--- src/rtl/fmap_pkg.sv ---
`default_nettype none
// ============================================================================
//  Module      : fmap_pkg
//  Description : Shared types and constants for the feature-map write path:
//                FSM state encoding, default geometry, and the quantiser
//                output range for both RELU_EN settings.
//  Revision    : 1.0 - initial release
// ============================================================================
package fmap_pkg;

  // Frame-writer control states
  typedef enum logic [0:0] {
    IDLE = 1'b0,
    RUN  = 1'b1
  } fmap_state_t;

  // Default feature-map geometry
  localparam int c_img_w  = 24;
  localparam int c_img_h  = 24;
  localparam int c_addr_w = 10;

  // Signed quantiser range (ReLU left to a downstream layer)
  localparam int c_q_min_signed = -128;
  localparam int c_q_max_signed = 127;

  // Unsigned quantiser range (ReLU fused into quantisation)
  localparam int c_q_min_relu = 0;
  localparam int c_q_max_relu = 255;

endpackage : fmap_pkg
`default_nettype wire

--- src/rtl/fmap_quant.sv ---
`default_nettype none
// ============================================================================
//  Module      : fmap_quant
//  Description : Combinational quantiser from an IN_W-bit signed convolution
//                result to an 8-bit feature-map value. Arithmetic right shift
//                by SHIFT, then saturation. With RELU_EN defined the output is
//                unsigned 0..255 (ReLU fused); otherwise it is signed
//                -128..127 in two's complement.
//  Revision    : 1.0 - initial release
// ============================================================================
module fmap_quant
  import fmap_pkg::*;
#(
  parameter int IN_W  = 16,
  parameter int SHIFT = 4
) (
  input  logic signed [IN_W-1:0] in_data,
  output logic        [7:0]      q
);

  logic signed [IN_W-1:0] w_shifted;
  logic signed [31:0]     w_wide;

  // >>> on a signed operand floors toward -inf, matching the intended rounding
  assign w_shifted = in_data >>> SHIFT;
  // Size cast of a signed value sign-extends, so comparisons below are signed
  assign w_wide    = 32'(w_shifted);

  // Clamp the shifted value into the 8-bit output range
  always_comb begin
    q = w_wide[7:0];
`ifdef RELU_EN
    if (w_wide < c_q_min_relu) begin
      q = 8'(c_q_min_relu);
    end else if (w_wide > c_q_max_relu) begin
      q = 8'(c_q_max_relu);
    end
`else
    if (w_wide < c_q_min_signed) begin
      q = 8'(c_q_min_signed);
    end else if (w_wide > c_q_max_signed) begin
      q = 8'(c_q_max_signed);
    end
`endif
  end

endmodule : fmap_quant
`default_nettype wire

--- src/rtl/ram_write_fmap.sv ---
`default_nettype none
// ============================================================================
//  Module      : ram_write_fmap
//  Description : Write side of the feature-map RAM. Accepts a raster-ordered
//                stream of convolution results, quantises each to 8 bits and
//                issues one port-A write per accepted pixel at
//                row*IMG_W+col. A frame is started/restarted by restart and
//                ends with a one-cycle Stop pulse on the final write.
//                Build option: RELU_EN (fused ReLU, unsigned output) selects
//                the quantiser range inside fmap_quant.
//  Revision    : 1.0 - initial release
// ============================================================================
module ram_write_fmap
  import fmap_pkg::*;
#(
  parameter int IMG_W  = c_img_w,
  parameter int IMG_H  = c_img_h,
  parameter int IN_W   = 16,
  parameter int SHIFT  = 4,
  parameter int ADDR_W = c_addr_w
) (
  input  logic                   clk,
  input  logic                   rst,
  input  logic                   en,
  input  logic                   restart,
  input  logic                   in_valid,
  output logic                   in_ready,
  input  logic signed [IN_W-1:0] in_data,
  output logic                   wea,
  output logic [ADDR_W-1:0]      addra,
  output logic [7:0]             dina,
  output logic [4:0]             row,
  output logic [4:0]             col,
  output logic                   busy,
  output logic                   Stop
);

  localparam logic [4:0] c_col_last = 5'(IMG_W - 1);
  localparam logic [4:0] c_row_last = 5'(IMG_H - 1);

  fmap_state_t         r_state;
  fmap_state_t         w_state_nxt;
  logic [4:0]          r_row;
  logic [4:0]          r_col;
  logic [ADDR_W-1:0]   r_addr_cnt;
  logic                r_wea;
  logic [ADDR_W-1:0]   r_addra;
  logic [7:0]          r_dina;
  logic                r_stop;
  logic                w_ready;
  logic                w_accept;
  logic                w_clear;
  logic                w_last;
  logic                w_end_frame;
  logic [7:0]          w_q;

  fmap_quant #(
    .IN_W  (IN_W),
    .SHIFT (SHIFT)
  ) u_quant (
    .in_data (in_data),
    .q       (w_q)
  );

  assign w_last      = (r_row == c_row_last) && (r_col == c_col_last);
  assign w_end_frame = w_accept && w_last;

  // State register
  always_ff @(posedge clk or posedge rst) begin
    if (rst) begin
      r_state <= IDLE;
    end else begin
      r_state <= w_state_nxt;
    end
  end

  // Next state, handshake and counter-clear decode; restart beats a sample
  always_comb begin
    w_state_nxt = r_state;
    w_ready     = 1'b0;
    w_accept    = 1'b0;
    w_clear     = 1'b0;
    case (r_state)
      IDLE: begin
        if (en && restart) begin
          w_state_nxt = RUN;
          w_clear     = 1'b1;
        end
      end
      RUN: begin
        if (en && restart) begin
          w_clear = 1'b1;
        end else begin
          w_ready  = en;
          w_accept = en && in_valid;
          if (w_accept && w_last) begin
            w_state_nxt = IDLE;
          end
        end
      end
      default: w_state_nxt = IDLE;
    endcase
  end

  // Raster position and running address; the address is counted, not multiplied
  always_ff @(posedge clk or posedge rst) begin
    if (rst) begin
      r_row      <= '0;
      r_col      <= '0;
      r_addr_cnt <= '0;
    end else if (w_clear || w_end_frame) begin
      r_row      <= '0;
      r_col      <= '0;
      r_addr_cnt <= '0;
    end else if (w_accept) begin
      if (r_col == c_col_last) begin
        r_col <= '0;
        r_row <= r_row + 5'd1;
      end else begin
        r_col <= r_col + 5'd1;
      end
      r_addr_cnt <= r_addr_cnt + ADDR_W'(1);
    end
  end

  // Registered RAM port-A write; address/data hold between writes
  always_ff @(posedge clk or posedge rst) begin
    if (rst) begin
      r_wea   <= 1'b0;
      r_addra <= '0;
      r_dina  <= '0;
      r_stop  <= 1'b0;
    end else begin
      r_wea  <= w_accept;
      r_stop <= w_end_frame;
      if (w_accept) begin
        r_addra <= r_addr_cnt;
        r_dina  <= w_q;
      end
    end
  end

  assign in_ready = w_ready;
  assign wea      = r_wea;
  assign addra    = r_addra;
  assign dina     = r_dina;
  assign row      = r_row;
  assign col      = r_col;
  assign busy     = (r_state == RUN);
  assign Stop     = r_stop;

endmodule : ram_write_fmap
`default_nettype wire

--- config.mk ---
export PLATFORM = sky130hd
export DESIGN_NAME = ram_write_fmap
export DESIGN_NICKNAME = d
export VERILOG_FILES = /design/src/rtl/fmap_pkg.sv /design/src/rtl/fmap_quant.sv /design/src/rtl/ram_write_fmap.sv
export SDC_FILE = /design/constraint.sdc
export NUM_CORES = 1
export LEC_CHECK = 0
export BUFFER_PORTS_ARGS = -buffer_cell sky130_fd_sc_hd__buf_2
export CAP_MARGIN = 30
export CORE_AREA = 2 2 81 60
export CTS_CLUSTER_DIAMETER = 40
export DETAILED_ROUTE_END_ITERATION = 10
export DIE_AREA = 0 0 83 62
export PLACE_DENSITY = 0.68
export SYNTH_ARGS = -nofsm -noshare
export SYNTH_HDL_FRONTEND = slang
export SYNTH_SLANG_ARGS = --single-unit
--- constraint.sdc ---
create_clock -name clk -period 2.02 [get_ports clk]
set_input_delay 0.404 -clock clk [delete_from_list [all_inputs] [get_ports clk]]
set_output_delay 0.404 -clock clk [all_outputs]
set_load 0.03 [all_outputs]
==> metrics.yaml, run 1 <==
fin_setup_tns_ns: 0
rsz0062_at_grt: "no"
cp_top_family: "compound AO/OA/AOI/OAI gates"
grt_use_total: 0.157
fill_cells: 421
synth-seq-area-share: 0.546
setup_viol: 0
drtIter0Drc: 85
cts-root-buf: "clkbuf_8"
stdcell_count: 305
postCtsHoldBufs: 0
nets: 271
ios: 53
grt_pass1_wl_mm: 6.17
slowest_stage: "dfrtp_1"
finalWorstSetupSlack_ns: 0.339
die_x_um: 83
slew_violations: 0
slew_headroom: 0.664
std_cell_rows: 21
wire_per_inst_um: 12.5
ir_worst_vdd_mv: 0.511
worst_slew_pin_slew_ns: 0.504
endpoint_kind: "register"
holdWs_ns: 0.217
power_density_nw_per_um2: 762
grt_max_degree: 42
outcome: "completed"
synth_edf_count: 0
dieHeight_um: 62
cts_tree: "yes"
hold_viol_final: 0
ys_seq_elements: 41
routed-via-count: 1491
max_freq_ghz: 0.595
finalCriticalPeriod_ns: 1.68
antenna_found_initial: 0
preCtsSetupSlack_ns: 0.308
cts_buffers: 5
core_area_um2: 4490
post_cts_resized: 0
synthCells: 195
crit_path_start_kind: "register"
num_antenna_cells: 0
synth_flop_cell: "dfrtp_1"
port_buffers: 48
drcViolationCount: 0
clk_latency_ns: 0.29
cts.sinks: 41
dpl.hpwl_mm: 2.78
crit_chain: "ha_1 > and4b_1 > a31o_2 > a211oi_1 > a21o_1"
gp_congestion: 0.762
synth_area_per_cell_um2: 9.63
first_global_vias: 1305
dp.cells: 297
overflow: 0
syn_nets: 219
syn-cell-area_um2: 1880
start_util: 0.418
critPathMaxStageDelay_ns: 0.42
seq_area_um2: 1030
htree_levels: 2
drt-vias-per-instance: 4.89
ant_nets: 0
arrival_ns: 1.92
critPathMaxFanout: 8
worstHoldPathType: "input port to asynchronous set/reset pin"
cts_setup_buffers: 0
crit_required_ns: 2.26
ys_warn_count: 0
multi_input_area_um2: 791
path_clk_slew_ns: 0.07
utilization: 0.508
synthToLayoutAreaGrowth_pct: 21.5
die_area_um2: 5150
crit_type: "register to register"
dr.pass1.iters: 4
async_flop_share: 1.00
fin_skew_ns: 0.00504
leakage_nw: 1.21
clockBufferDepth: 2
fin_crit_sh: 0.832
timing.max_cap.violations: 0
ys_types: 36
path_buf_inv: 0
drive_gt1_frac: 0.266
postRouteWirelength_mm: 3.81
registers in the layout (all words and copies together), names as in the netlist:
name	count
addra	10
r_addr_cnt	10
dina	8
col	5
row	5
Stop	1
busy	1
wea	1
layer usage:
metal | up-vias | GRT usage | part of all wire | routed length, µm
met2 | 39 | 0.225 | 0.41 | 1570
met4 | 0 | 0.0703 | 0.015 | 59
li1 | 767 | - | - | -
met1 | 678 | 0.215 | 0.50 | 1920
met3 | 7 | 0.0581 | 0.066 | 252
met5 | - | 0 | 0 | 0
path summary, 6_finish.rpt:
| path | from | to | slack, ns | cells after the start |
|---|---|---|---|---|
| setup / recovery | col[0] | col[4] | 0.34 | 5 |
| hold / removal | rst | dina[4] | 0.22 | 3 |
| setup reg to reg | col[0] | col[4] | 0.34 | 5 |
| hold reg to reg | dina[5] | dina[5] | 0.46 | 2 |
| max in group asynchronous | rst | col[3] | 1.46 | 3 |
| min in group clk | in_data[15] | dina[7] | 0.34 | 3 |
power breakdown:
part           internal (mW)  switching, mW  leakage, nW
clock                  0.308          0.269       0.0542
sequential             0.868         0.0343        0.554
combinational         0.0758          0.184        0.603
area by class of cell:
type	count	share of cell area
repair buffers	53	0.122
multi-input cells	142	0.346
inverters	4	0.00658
clock inverters	1	0.00219
well taps	57	0.0312
flip-flops and latches	41	0.450
clock buffers	7	0.0422
cell usage in the layout (no fill, tap or decap), types with 4 or more instances in the layout:
master and count:
nand2_1 50, buf_2 48, dfrtp_1 41, nor2_1 16, o21ai_0 14, nand3_1 9
a21oi_1 8, xnor2_1 8, clkbuf_8 7, buf_4 5, inv_1 4, nand4_1 4
nor3_1 4
worst min-delay path, delay by kind of cell:
| family | cells | cell delay [ns] |
|---|---|---|
| buf+inv | 3 | 0.55 |
through the flow:
stage	area, µm²	power [mW]
3_5_place_dp	2180	1.18
2_1_floorplan	1880	1.09
6_report	2280	1.74
3_3_place_gp	2180	1.18
5_1_grt	2280	1.83
4_1_cts	2280	1.76
cells in the mapped netlist, types with 2 or more instances:
library cell | instances | area share
or4_1 | 2 | 0.0080
xor2_1 | 3 | 0.014
inv_1 | 4 | 0.0080
buf_2 | 4 | 0.011
nand3_1 | 9 | 0.024
a211oi_1 | 2 | 0.0080
nand4_1 | 4 | 0.013
o21ai_0 | 14 | 0.037
xnor2_1 | 8 | 0.037
nand2_1 | 50 | 0.10
ha_1 | 3 | 0.020
nor2_1 | 16 | 0.032
and4b_1 | 2 | 0.011
dfrtp_1 | 41 | 0.55
a21oi_1 | 8 | 0.021
nor3_1 | 4 | 0.011
nand4b_1 | 2 | 0.0093
kinds of logic (layout without fill, tap and decap cells):
kind of cell / count (synthesis) / after routing / synth area share
simple gates: 96 / 96 / 0.250
flops: 41 / 41 / 0.546
compound gates: 31 / 31 / 0.0946
buf+inv: 12 / 65 / 0.0326
xor+xnor: 11 / 11 / 0.0513
fa+ha+maj: 3 / 3 / 0.0200
mux: 1 / 1 / 0.00533
Power figures use the tool's default switching activity.
==> run 2, diff against run 1 <==
- clock period: 2.02 -> 1.7 ns (I/O delays scaled with it)
==> run 2 against run 1 <==
Clock skew rose by 0.0012 ns. Clock power rose by 3.8%. Sequential power increased by 18%. Count of clock-buffer cells in the layout grew 1. Critical path depth stayed put. Register-to-register slack got worse by 0.24 ns. Combinational power grew 21%. Cell count grew 1.3%. Critical path type unchanged. Critical endpoint unchanged.
==> metrics.yaml, run 2 (synthesis gave the netlist of run 1 again) <==
dieHeight_um: 62
max_freq_ghz: 0.626
arrival_ns: 1.83
postCtsHoldBufs: 0
endpoint_kind: "register"
outcome: "completed"
postRouteWirelength_mm: 3.82
start_util: 0.418
nets: 275
slowest_stage: "dfrtp_2"
rsz0062_at_grt: "no"
p_total_mw: 1.99
ir_worst_vdd_mv: 0.481
core_area_um2: 4490
worstHoldPathType: "input port to asynchronous set/reset pin"
num_antenna_cells: 0
worst_slew_pin_slew_ns: 0.521
cts-root-buf: "clkbuf_8"
r2r_slack_ns: 0.10
antenna_found_initial: 0
synthToLayoutAreaGrowth_pct: 22.3
routed-via-count: 1539
fin_setup_tns_ns: 0
std_cell_rows: 21
htree_levels: 2
layout_commonest_cell: "nand2_1"
stdcell_count: 309
utilization: 0.511
final_cell_mix: "nand2_1 (50), buf_2 (48), dfrtp_1 (39)"
drtIter0Drc: 81
overflow: 0
timing.max_cap.violations: 0
critPathMaxStageDelay_ns: 0.44
leakage_nw: 1.21
crit_chain: "ha_2 > and4b_2 > a31o_2 > a211oi_1 > a21o_1"
path_clk_slew_ns: 0.08
preCtsSetupSlack_ns: 0.0963
finalWorstSetupSlack_ns: 0.103
crit_type: "register to register"
cts_buffers: 5
worstRegToRegCells: 5
die_area_um2: 5150
cp_top_family: "compound AO/OA/AOI/OAI gates"
crit_path_start_kind: "register"
gp_congestion: 0.789
ios: 53
grt_max_degree: 42
port_buffers: 48
r2r-start: "col[0]"
slew_violations: 0
cts.sinks: 41
die_x_um: 83
first_global_vias: 1424
finalCriticalPeriod_ns: 1.60
rr_endpoint: "col[4]"
slew_headroom: 0.652
setup_viol: 0
critPathMaxFanout: 6
dr.pass1.iters: 4
fin_crit_sh: 0.939
fin_skew_ns: 0.00625
cts_tree: "yes"
grt_pass1_wl_mm: 6.44
cp_num_cells: 5
crit_required_ns: 1.93
ant_nets: 0
dp.cells: 300
dpl.hpwl_mm: 2.70
power_density_nw_per_um2: 865
drcViolationCount: 0
path_buf_inv: 0
wire_per_inst_um: 12.4
hold_viol_final: 0
grt_use_total: 0.156
clk_latency_ns: 0.28
drive_gt1_frac: 0.282
clockBufferDepth: 2
drt-vias-per-instance: 4.98
## run 2: tightest hold or removal path, delay by kind of cell
kind | cells | cell delay (ns)
buffers and inverters | 3 | 0.56
## run 2: worst max path at each step
| stage | end | startpoint |
|---|---|---|
| 5_1_grt | r_addr_cnt[5] | busy |
| 3_5_place_dp | col[3] | col[0] |
| 6_report | col[4] | col[0] |
| 3_3_place_gp | col[4] | col[0] |
| 2_1_floorplan | col[3] | col[0] |
| 4_1_cts | col[4] | col[0] |
## run 2: per-layer routing
metal	global-route usage	wire [µm]	up-vias
li1	-	-	778
met1	0.218	1880	720
met2	0.255	1750	38
met3	0.0370	179	3
met4	0.0351	15	0
met5	0	0	-
## run 2: power breakdown
part / switching, mW / internal, mW / leakage, nW
Clock: 0.308 / 0.292 / 0.0395
Combinational: 0.220 / 0.0944 / 0.620
Sequential: 0.0400 / 1.03 / 0.551
Total: 0.567 / 1.42 / 1.21
## run 2: timing repair
item,4_1_cts,5_1_grt
setup endpoints to repair,0,3
resized for setup,0,2
setup buffers,0,1
endpoints found under the hold margin,0,0
## run 2: layout make-up
type | instances | area [µm²]
fillers | 450 | 2200
clock buffers | 8 | 80.1
well taps | 57 | 71.3
multi-input cells | 142 | 795
flip-flops and latches | 41 | 1030
inverters | 4 | 15.0
repair buffers | 57 | 308
## run 2: metrics by stage
step | cell area, µm² | hold slack, ns
after floorplan | 1880 | 0.445
after global placement | 2210 | 0.446
after detailed placement | 2210 | 0.455
after CTS | 2290 | 0.186
after global routing | 2300 | 0.221
final | 2300 | 0.163
